[config.mk]
export PLATFORM = sky130hd
export DESIGN_NAME = bar_frame_scheduler
export DESIGN_NICKNAME = d
export VERILOG_FILES = /design/src/rtl/bar_frame_scheduler_pkg.sv /design/src/rtl/bar_frame_scheduler_target.sv /design/src/rtl/bar_frame_scheduler.sv
export SDC_FILE = /design/constraint.sdc
export NUM_CORES = 1
export LEC_CHECK = 0
export CAP_MARGIN = 30
export CORE_MARGIN = 4
export CORE_UTILIZATION = 35
export DETAILED_ROUTE_END_ITERATION = 16
export SETUP_SLACK_MARGIN = 0.4
export SLEW_MARGIN = 5
export SYNTH_ARGS = -nofsm -noshare
export SYNTH_HDL_FRONTEND = slang
export SYNTH_SLANG_ARGS = --single-unit
[constraint.sdc]
create_clock -name vgaclk -period 6.16 [get_ports vgaclk]
set_input_delay 1.232 -clock vgaclk [delete_from_list [all_inputs] [get_ports vgaclk]]
set_output_delay 1.232 -clock vgaclk [all_outputs]
set_load 0.03 [all_outputs]
[src/rtl/bar_frame_scheduler_pkg.sv]
// Shared definitions for the bar frame scheduler slice.
// Holds the scheduler state encoding and the bar/magnitude geometry used by
// the top-level sequencer and the per-bar target calculator.
package bar_frame_scheduler_pkg;
    localparam int NUM_BARS = 4;
    localparam int BAR_W    = 10;
    localparam int MAG_W    = 16;
    localparam int IDX_W    = 2;

    typedef enum logic [1:0] {
        ST_COLLECT = 2'd0,
        ST_PENDING = 2'd1,
        ST_COMMIT  = 2'd2
    } state_e;
endpackage

[src/rtl/bar_frame_scheduler_target.sv]
// bar_target_calc: next displayed height for one bar.
// Ports:
//   mag_i   - latched magnitude for the bar
//   seen_i  - bar received a beat in the current set
//   shift_i - right-shift scale applied to the magnitude
//   cur_i   - currently displayed height
//   next_o  - height to display after this commit (pure combinational)
// Rises instantly to the target; falls by at most DECAY_STEP per commit and
// never below the target.
module bar_target_calc
    import bar_frame_scheduler_pkg::*;
#(
    parameter logic [BAR_W-1:0] DECAY_STEP = 10'd8,
    parameter logic [BAR_W-1:0] MAX_H      = 10'd480
) (
    input  logic [MAG_W-1:0] mag_i,
    input  logic             seen_i,
    input  logic [3:0]       shift_i,
    input  logic [BAR_W-1:0] cur_i,
    output logic [BAR_W-1:0] next_o
);
    logic [MAG_W-1:0] shifted;
    logic [BAR_W-1:0] target;
    logic [BAR_W-1:0] decayed;

    // Clamp is evaluated on the full 16-bit value so large magnitudes cannot
    // alias into small heights through truncation.
    assign shifted = mag_i >> shift_i;
    assign target  = !seen_i                                ? '0    :
                     (shifted > {{(MAG_W-BAR_W){1'b0}}, MAX_H}) ? MAX_H :
                     shifted[BAR_W-1:0];

    assign decayed = (cur_i > DECAY_STEP) ? cur_i - DECAY_STEP : '0;

    always_comb begin
        next_o = target;
        if (target < cur_i && decayed > target)
            next_o = decayed;
    end
endmodule

[src/rtl/bar_frame_scheduler.sv]
// bar_frame_scheduler: collects a set of FFT magnitude beats and commits them
// to the displayed bar heights only on a vertical-blanking rising edge, so a
// frame never shows a half-updated spectrum.
// Ports:
//   vgaclk, rst      - pixel clock, synchronous active-high reset
//   in_valid/in_ready, in_bin, in_mag, in_last - magnitude beat stream
//   shift            - magnitude scale applied at commit
//   vblank           - high during vertical blanking
//   bar_data         - displayed bar heights (registered)
//   frames_committed - committed sets, wraps
//   missed_frames    - vblank edges without a complete set, saturates
module bar_frame_scheduler
    import bar_frame_scheduler_pkg::*;
#(
    parameter logic [BAR_W-1:0] DECAY_STEP = 10'd8,
    parameter logic [BAR_W-1:0] MAX_H      = 10'd480
) (
    input  logic             vgaclk,
    input  logic             rst,
    input  logic             in_valid,
    output logic             in_ready,
    input  logic [1:0]       in_bin,
    input  logic [MAG_W-1:0] in_mag,
    input  logic             in_last,
    input  logic [3:0]       shift,
    input  logic             vblank,
    output logic [BAR_W-1:0] bar_data [NUM_BARS-1:0],
    output logic [15:0]      frames_committed,
    output logic [7:0]       missed_frames
);
    state_e                  state_q;
    logic [IDX_W-1:0]        idx_q;
    logic [MAG_W-1:0]        shadow_q [NUM_BARS-1:0];
    logic [NUM_BARS-1:0]     seen_q;
    logic [BAR_W-1:0]        bar_q    [NUM_BARS-1:0];
    logic [15:0]             frames_q;
    logic [7:0]              missed_q;
    logic                    vblank_d_q;
    logic                    vb_edge;
    logic [BAR_W-1:0]        bar_d;

    assign vb_edge = vblank && !vblank_d_q;

    // One calculator is time-shared across the four COMMIT cycles.
    bar_target_calc #(
        .DECAY_STEP (DECAY_STEP),
        .MAX_H      (MAX_H)
    ) u_calc (
        .mag_i   (shadow_q[idx_q]),
        .seen_i  (seen_q[idx_q]),
        .shift_i (shift),
        .cur_i   (bar_q[idx_q]),
        .next_o  (bar_d)
    );

    always_ff @(posedge vgaclk) begin
        if (rst) begin
            state_q    <= ST_COLLECT;
            idx_q      <= '0;
            seen_q     <= '0;
            frames_q   <= '0;
            missed_q   <= '0;
            // Preset high so vblank already asserted at reset release is not
            // mistaken for a fresh edge.
            vblank_d_q <= 1'b1;
            for (int i = 0; i < NUM_BARS; i++) begin
                shadow_q[i] <= '0;
                bar_q[i]    <= '0;
            end
        end else begin
            vblank_d_q <= vblank;
            case (state_q)
                ST_COLLECT: begin
                    // in_ready is high throughout COLLECT, so valid == accept.
                    if (in_valid) begin
                        shadow_q[in_bin] <= in_mag;
                        seen_q[in_bin]   <= 1'b1;
                        if (in_last)
                            state_q <= ST_PENDING;
                    end
                    // Partial set is kept; the display simply misses a frame.
                    if (vb_edge && missed_q != 8'hFF)
                        missed_q <= missed_q + 8'd1;
                end
                ST_PENDING: begin
                    if (vb_edge) begin
                        state_q <= ST_COMMIT;
                        idx_q   <= '0;
                    end
                end
                ST_COMMIT: begin
                    bar_q[idx_q] <= bar_d;
                    idx_q        <= idx_q + 2'd1;
                    if (idx_q == 2'd3) begin
                        seen_q   <= '0;
                        frames_q <= frames_q + 16'd1;
                        state_q  <= ST_COLLECT;
                    end
                end
                default: state_q <= ST_COLLECT;
            endcase
        end
    end

    assign in_ready         = (state_q == ST_COLLECT);
    assign bar_data         = bar_q;
    assign frames_committed = frames_q;
    assign missed_frames    = missed_q;
endmodule

Word-level counts from Yosys, hierarchy flattened. Memories as Yosys holds them, arrays and structs flattened. A register that Yosys moved wholly into a read port is not among the register bits. Cells that the tools add are included.

Memories kept: 1. Flip-flop bits (word level): 73. RAM bits: 64. Logic and storage cells: 82. Output and inout bits: 65.

Memories: shadow_q (words 4, width 16, read ports 1, clocked after memory_dff 1, wr ports 4, RTL line bar_frame_scheduler.sv:33) `logic [MAG_W-1:0] shadow_q [NUM_BARS-1:0];`.

Reductions and logical operators: 15. Muxes and demuxes: 34. Bitwise logic cells: 1. Magnitude comparators: 8. Shift-type cells: 1. Add/subtract/negate cells: 4. Eq/ne operators: 8.

Operators by type and width (number): two-way mux 10 bit (6); bitwise mux 40 bit (1); binary-select mux 10 bit (select 2 bit) (1); demux 10 bit (select 2 bit) (1); adder 16 x 1 -> 16 bit, second input constant (1); greater-than comparator 16 x 9 -> 1 bit, second input constant (1); two-way mux 16 bit (1); two-way mux 2 bit (8); OR reduction 16 bit (1); >> shifter 16 x 4 -> 16 bit (1); greater-than comparator 10 bit (1); greater-than comparator 10 x 4 -> 1 bit, second input constant (1); less-than comparator 10 bit (1); subtractor 10 x 4 -> 10 bit, second input constant (1); two-way mux 1 bit (9); adder 8 x 1 -> 8 bit, second input constant (1); two-way mux 4 bit (2); != test 8 bit, second input constant (1); one-hot mux 4 bit (2 select lines) (1); less-than comparator 2 x 3 -> 1 bit, second input constant (2); != test 2 bit, second input constant (3); one-hot mux 2 bit (3 select lines) (1); AND reduction 2 bit (3); logical AND 1 bit (5); 14 further kinds (17).

Depth between registers and ports, before layout. Gate-level depths: netlist of run 1.

Depth in word-level cells: 8. Gate-level depth with buffers: 21.

Cells and area by module. Synthesis of run 1 repeated with hierarchy kept, for this count alone.

Cells, all modules: 747. Area total of the unflattened synthesis: 7806.2 µm².

Modules (own cells, without submodules): bar_frame_scheduler (sequential area each 3423.3 µm², times used 1, cells each 525, area each 6023.3 µm²); bar_target_calc (sequential area each 0.0 µm², times used 1, cells each 222, area each 1783.0 µm²).

Worst setup path before layout of run 1. Ideal clock, no wire load.

Path kind: in2reg. From: input shift[1]. To: register bar_q (netlist bit bar_data[36]). Stages on the path: 20. Data arrival time: 5463 ps. Buffers on the path: 4. Library setup time: 88 ps. Slack: 609 ps. Cells stage by stage: buf_2 buf_4 mux4_2 mux2i_2 o2111a_1 o22ai_2 o21a_1 a211oi_2 or2b_1 inv_1 ha_1 a21o_1 a21o_1 a21oi_1 o211ai_1 nor3_1 clkbuf_1 buf_2 nand3_2 a311oi_2.

Longest elaborated chain between the ends: 8.

Ends and longest elaborated chain: start: declaration (RTL line bar_frame_scheduler.sv:25) `input logic [3:0] shift,`; >> shifter 16 x 4 -> 16 bit (*) (RTL line bar_frame_scheduler_target.sv:28) `assign shifted = mag_i >> shift_i;`; greater-than comparator 16 x 9 -> 1 bit (RTL line bar_frame_scheduler_target.sv:30) `(shifted > {{(MAG_W-BAR_W){1'b0}}, MAX_H}) ? MAX_H :`; two-way mux 10 bit (*) (RTL line bar_frame_scheduler_target.sv:30); two-way mux 10 bit (*) (RTL line bar_frame_scheduler_target.sv:29) `assign target = !seen_i ? '0 :`; less-than comparator 10 bit or greater-than comparator 10 bit (tied branches) (RTL line bar_frame_scheduler_target.sv:37) `if (target < cur_i && decayed > target)`; logical AND 1 bit (RTL line bar_frame_scheduler_target.sv:37); two-way mux 10 bit (*) (RTL line bar_frame_scheduler_target.sv:37); bitwise mux 40 bit (*) (RTL line bar_frame_scheduler.sv:92) `bar_q[idx_q] <= bar_d;`; end signal: indexed assignment (RTL line bar_frame_scheduler.sv:92); end: declaration (RTL line bar_frame_scheduler.sv:35) `logic [BAR_W-1:0] bar_q [NUM_BARS-1:0];`.

Every way passes the cells marked *; elsewhere a longest branch is shown, timed or not. A chain may end at the register's enable or synchronous reset.

Worst setup path after layout of run 1.
From: input shift[0]. To: register bar_q (netlist bit bar_data[39]).

Same word-level chain as after synthesis.

==> metrics.md, run 1 <==
| Metric | Value |
|---|---|
| Status | `finished, final reports clean` |
| Max-slew violation count | `0` |
| Final wirelength | `between 20,000 and 25,000 um` |
| Endpoints failing setup | `0` |
| Fin crit period | `roughly 5500 ps` |
| Pre-antenna DRT Iters | `5` |
| Total Power | `around 2.4 mW` |
| Congestion Overflow GR | `0` |
| Max Fanout on Critical Path | `17` |
| Fmax | `approximately 0.18 GHz` |
| Nets | `940` |
| Crit start category | `input port` |
| CTS buffer count | `17` |
| Cell type with the largest total area after synthesis | `edfxtp_1` |
| Clock transition at path regs | `70 ps` |
| Seq cells post-synth | `139` |
| Vias in the first global route | `6,221` |
| CP Data Required Time | `about 6500 ps` |
| Max_cap viols | `0` |
| Cells after DPL | `approximately 1,200` |
| Commonest non-fill, non-tap cell in the layout | `nor2_1` |
| Yosys warns | `0` |
| Post-Synthesis Cells | `between 700 and 800` |
| Maximum clock path buffer count | `2` |
| Clk_skew | `approximately 17 ps` |
| Slew margin rel. | `37.9%` |
| Hold Buf Count CTS | `0` |
| Sink Count | `around 140` |
| Design area | `between 10,000 and 15,000 um^2` |
| Vias per cell | `5.21` |
| Area contributors post-synth | `edfxtp_1 (23%), dfxtp_1 (18%), mux4_2 (9.3%)` |
| I/O Buffers | `slightly above 90` |
| Mean Syn Cell Area | `about 10 um^2` |
| Worst-skew pair later-pin latency | `approximately 440 ps` |
| Core region area | `between 20,000 and 25,000 um^2` |
| EDFF count, synth | `64` |
| Post-DP Area | `9480 um^2` |
| Pwr per Cell Area | `234 nW/um^2` |
| Leakage Power | `about 3.7 nW` |
| Worst-margin pin slew | `approximately 930 ps` |
| TritonCTS clock tree | `done` |
| Area Growth Syn to Fin | `24.5%` |
| Syn_nets | `between 800 and 900` |
| Initial DRC Count | `between 400 and 500` |
| Hpwl dp | `~15,000 um` |
| Tot GR Track Use | `roughly 16%` |
| Diode count | `0` |
| Post-synth ARST share | `0%` |
| Data arrival, critical path | `approximately 5800 ps` |
| Die width | `about 160 um` |
| Final worst-path cycle share | `88.9%` |
| Antenna Nets Post-Route | `0` |
| Die Area | `about 26,000 um^2` |
| Initial antenna violation count | `0` |
| Post-synth cell types | `75` |
| Drt drc | `0` |
| H-tree depth | `4` |
| Final Hold Viols | `0` |
| Mapped cell area | `~8200 um^2` |
| DIE HEIGHT | `roughly 160 um` |
| Crit path capture type | `register` |
| Initial Util | `between 30% and 40%` |
| Worst IR Drop VDD | `around 0.17 mV` |
| Crit path kind | `input port to register` |
| Largest net degree at the start of global routing | `77` |
| Register area share after synthesis | `between 40% and 50%` |
| Synth top area share | `between 20% and 30%` |
| RSZ-0062 raised after global routing | `false` |
| Placer Congestion | `between 0.8 and 0.9` |
| Worst hold path type | `register to register` |
| Layout Cells excl Fill | `between 1,000 and 1,500` |
| Avg WL per Cell | `between 15 and 20 um` |
| Commonest cells after routing, fill and taps aside | `nor2_1 (130), clkdlybuf4s50_1 (89), dfxtp_1 (74)` |
| Post-synth top flop | `dfxtp_1` |
| Clock root cell | `clkbuf_16` |
| First-pass GRT wire length | `approximately 34,000 um` |
| I/O pins | `between 90 and 100` |
| # rows | `55` |
| Routed via count | `6,320` |
| Layout cells sized above 1 | `16.7%` |
[report_power, final]
group | switching [mW] | internal [mW]
clock | 0.460 | 0.629
sequential | 0.0171 | 0.995
combinational | 0.167 | 0.119
[flip-flops by register name, indices dropped and copies added (netlist names), named ones only]
register / flops
seen_q: 4
idx_q: 2
frames_committed: 16
vblank_d_q: 1
bar_data: 40
shadow_q: 64
missed_frames: 8
state_q: 2
[final cells by class]
cell class / count / area [um^2]
clock buffer: 19 / 475
clock inverter: 13 / 160
fill: 2218 / 12700
inverter: 47 / 176
multi-input combinational: 557 / 4370
sequential: 139 / 3420
tap: 313 / 392
timing repair buffer: 125 / 1190
[kinds of logic (layout without fill, tap and decap cells)]
family          count (synthesis)  count (layout)  synth area share, %
compound gates                143             143                 13.7
flops                         139             139                 41.8
mux                            66              66                 15.5
buf+inv                       100             204                 5.39
simple gates                  301             301                 17.5
other cells                     2               2               0.0917
fa+ha+maj                      26              26                 3.97
xor+xnor                       19              19                 2.03
[through the flow]
stage,hold slack [ps],utilization (%),TNS [ps],setup WS (ps)
2_1_floorplan,437,-,0,609
3_3_place_gp,445,41.5,-50.5,-18.9
3_5_place_dp,453,41.5,-1650,-88.6
5_1_grt,479,44.6,0,513
4_1_cts,468,44.3,0,440
6_report,466,44.6,0,682
[final timing paths]
path	depth (start not counted)	to	slack [ps]	start
min	1	seen_q[0]$_SDFFE_PP0P_	470	seen_q[0]$_SDFFE_PP0P_
max reg2reg	16	bar_data[33]$_SDFFE_PP0P_	950	idx_q[0]$_SDFFE_PP0P_
max	17	bar_data[39]$_SDFFE_PP0P_	680	shift[0]
min reg2reg	1	seen_q[0]$_SDFFE_PP0P_	470	seen_q[0]$_SDFFE_PP0P_
[cell usage after synthesis, types with 3 or more instances]
cell type and n:
nand2_1 67, o221ai_1 5, xor2_1 12, and3_1 6, mux2i_1 11, or3_1 8
or2_2 7, a31oi_1 5, nand3_1 11, mux4_1 8, nand3_4 4, a211oi_1 9
nor3_1 15, inv_1 46, xnor2_1 7, mux2i_4 3, o21a_1 6, nor2b_1 9
ha_1 26, o22ai_1 3, a21oi_1 25, o21ai_1 5, edfxtp_1 64, buf_2 6
dfxtp_1 75, o21ai_0 18, o31ai_1 3, and2_1 6, a21o_1 6, mux2_2 9
nand2b_1 11, a311oi_1 27, mux4_2 34, nor2_1 131, clkbuf_1 40, nand4_1 16
a41oi_2 4
[worst max-delay path: stages]
cell	delay (ps)
clkdlybuf4s50_1	550
buf_4	260
mux4_2	520
mux2_2	290
o311ai_0	450
o31a_1	220
nor2_1	50
nand2_1	150
inv_1	120
ha_1	370
nand3_1	110
o32ai_2	230
a41oi_2	120
a2111o_2	600
buf_4	230
a32oi_1	200
nor2_1	50
[per-layer routing]
metal | GRT usage [%] | routed length (um) | vias to the layer above
li1 | - | - | 3123
met1 | 21.0 | 9600 | 3056
met2 | 27.5 | 10300 | 119
met3 | 2.86 | 653 | 22
met4 | 4.58 | 282 | 0
met5 | 0 | 0 | -
[timing repair]
action / 4_1_cts / 5_1_grt
gates cloned: 0 / 1
endpoints found under the setup margin: 17 / 40
resized for setup: 1 / 7
pin swaps: 0 / 3
setup buffers: 0 / 1
Note: power is estimated with default switching activity, not from simulation.
==> run 2: changes to the inputs <==
--- a/config.mk
+++ b/config.mk
@@ -5,12 +5,12 @@
 export SDC_FILE = /design/constraint.sdc
 export NUM_CORES = 1
 export LEC_CHECK = 0
+export ABC_CLOCK_PERIOD_IN_PS = 6160
 export CAP_MARGIN = 30
 export CORE_MARGIN = 4
 export CORE_UTILIZATION = 35
 export DETAILED_ROUTE_END_ITERATION = 16
 export SETUP_SLACK_MARGIN = 0.4
-export SLEW_MARGIN = 5
 export SYNTH_ARGS = -nofsm -noshare
 export SYNTH_HDL_FRONTEND = slang
 export SYNTH_SLANG_ARGS = --single-unit
==> metrics.md, run 2 (synthesized netlist as in run 1, its figures left out) <==
| Metric | Value |
|---|---|
| Status | `finished, final reports clean` |
| Reg with most FFs | `shadow_q` |
| Vias per cell | `5.20 (-0.22%)` |
| Clk_skew | `11.5 ps (-5.97 ps)` |
| Max Fanout on Critical Path | `17 (unchanged)` |
| Pwr per Cell Area | `232 nW/um^2 (-0.86%)` |
| Fin crit period | `5450 ps (-26.9 ps)` |
| I/O pins | `92 (unchanged)` |
| Fin Setup TNS | `0 ps (unchanged)` |
| Maximum clock path buffer count | `2 (unchanged)` |
| Vias in the first global route | `6,221 (unchanged)` |
| Placer Congestion | `0.852 (unchanged)` |
| Worst IR Drop VDD | `0.174 mV (+4.0%)` |
| Reg-to-reg startpoint | `idx_q[0]$_SDFFE_PP0P_` |
| Endpoints failing setup | `0 (unchanged)` |
| Crit path capture type | `register` |
| Core region area | `22,800 um^2 (unchanged)` |
| Hold Path Origin | `seen_q[0]$_SDFFE_PP0P_` |
| Leakage Power | `3.66 nW (-0.22%)` |
| Clock root cell | `clkbuf_16` |
| Layout cells sized above 1 | `16.7% (unchanged)` |
| Commonest non-fill, non-tap cell in the layout | `nor2_1` |
| Crit path kind | `input port to register` |
| DIE HEIGHT | `161 um (unchanged)` |
| R2r setup slk | `930 ps (-20 ps)` |
| Total Power | `2.36 mW (-0.97%)` |
| TritonCTS clock tree | `done` |
| Final worst-path cycle share | `88.5% (-0.44 points)` |
| Die Area | `25,900 um^2 (unchanged)` |
| Diode count | `0 (unchanged)` |
| CP Data Required Time | `6450 ps (about the same)` |
| Slew margin rel. | `33.1% (-4.8 points)` |
| Commonest cells after routing, fill and taps aside | `nor2_1 (130), clkdlybuf4s50_1 (89), dfxtp_1 (74)` |
| Crit start category | `input port` |
| Area Growth Syn to Fin | `24.3%` |
| Initial Util | `35.9% (unchanged)` |
| Final wirelength | `20,900 um (+0.25%)` |
| Reg2Reg Depth | `16 (unchanged)` |
| Hold Buf Count CTS | `0 (unchanged)` |
| Max-slew violation count | `0 (unchanged)` |
| Sink Count | `139 (unchanged)` |
| Pre-antenna DRT Iters | `4 (-1)` |
| Initial antenna violation count | `0 (unchanged)` |
| Fmax | `0.183 GHz (+0.49%)` |
| First-pass GRT wire length | `33,500 um (-0.37%)` |
| Routed via count | `6,306 (-0.22%)` |
| Avg WL per Cell | `17.2 um (+0.25%)` |
| Nets | `940 (unchanged)` |
| Fillers | `2,236 (+0.81%)` |
| I/O Buffers | `91 (unchanged)` |
| Initial DRC Count | `408 (-1.4%)` |
| RSZ-0062 raised after global routing | `false` |
| Largest net degree at the start of global routing | `77 (unchanged)` |
| Drt drc | `0 (unchanged)` |
| Largest register FFs | `64 (unchanged)` |
| Hold path cells | `1 (unchanged)` |
| Die width | `161 um (unchanged)` |
| Hpwl dp | `15,300 um (+0.23%)` |
| Worst hold path type | `register to register` |
| Hold path endpoint | `seen_q[0]$_SDFFE_PP0P_` |
| Data arrival, critical path | `5740 ps (-30 ps)` |
| Final Hold Viols | `0 (unchanged)` |
| Clock transition at path regs | `70 ps (about the same)` |
| Max_cap viols | `0 (unchanged)` |
| Worst-margin pin slew | `998 ps (+71.8 ps)` |
| H-tree depth | `4 (unchanged)` |
| Antenna Nets Post-Route | `0 (unchanged)` |
| Tot GR Track Use | `15.9% (-0.13 points)` |
| CTS buffer count | `17 (unchanged)` |
| Congestion Overflow GR | `0 (unchanged)` |
| Worst-skew pair later-pin latency | `430 ps (about the same)` |
| # rows | `55 (unchanged)` |
| R2r endpoint | `bar_data[32]$_SDFFE_PP0P_` |
==> run 2: repair_timing <==
| action | CTS | global route |
|---|---|---|
| resized for setup | 2 | 7 |
| setup endpoints to repair | 36 | 40 |
| setup buffers | 1 | 0 |
| pin swaps | 1 | 2 |
| cloned | 0 | 1 |
==> run 2: worst max path at each step <==
| stage | from | endpoint | slack [ps] | depth (start not counted) |
|---|---|---|---|---|
| final | shift[0] | bar_data[39]$_SDFFE_PP0P_ | 710 | 17 |
| after global routing | shift[1] | bar_data[39]$_SDFFE_PP0P_ | 510 | 22 |
| after CTS | shift[1] | bar_data[32]$_SDFFE_PP0P_ | 440 | 19 |
| after detailed placement | shift[1] | bar_data[37]$_SDFFE_PP0P_ | -150 | 19 |
| after global placement | shift[1] | bar_data[39]$_SDFFE_PP0P_ | -20 | 20 |
| after floorplan | shift[1] | bar_data[36]$_SDFFE_PP0P_ | 610 | 20 |
==> run 2: per-layer routing <==
metal  global-route usage, %  part of all wire [%]  vias up
li1                        -                     -     3131
met1                    21.1                    46     3044
met2                    27.1                    50      114
met3                    2.68                   2.5       17
met4                    4.27                   1.2        0
met5                       0                     0        -
==> run 2: stage by stage <==
stage	utilization, %	area [um^2]	std cells	setup WS [ps]	hold slack (ps)
2_1_floorplan	-	8190	796	609	437
3_3_place_gp	41.5	9480	1178	-18.9	445
3_5_place_dp	41.5	9480	1179	-146	454
4_1_cts	44.3	10100	1212	441	469
5_1_grt	44.6	10200	1213	509	498
6_report	44.6	10200	1213	709	468
==> run 2: area by class of cell <==
class	count	area (um^2)	share of cell area, %
clock inverters	14	166	1.63
flip-flops and latches	139	3420	33.6
repair buffers	125	1190	11.7
multi-input cells	557	4380	43.0
inverters	47	176	1.73
clock buffers	18	450	4.42
well taps	313	392	3.85
==> run 2: power breakdown <==
part	switching, mW	total, mW	leakage, nW	internal (mW)
combinational	0.169	0.288	2.08	0.119
clock	0.458	1.06	0.305	0.605
sequential	0.0174	1.01	1.28	0.995
==> run 2: worst max-delay path: stages <==
cell	delay, ps
clkdlybuf4s50_1	560
buf_4	260
mux4_2	520
mux2_2	290
o311ai_0	430
o31a_1	200
nor2_1	50
nand2_1	160
inv_1	120
ha_1	370
nand3_1	100
o32ai_2	240
a41oi_2	130
a2111o_2	600
buf_4	220
a32oi_1	200
nor2_1	50
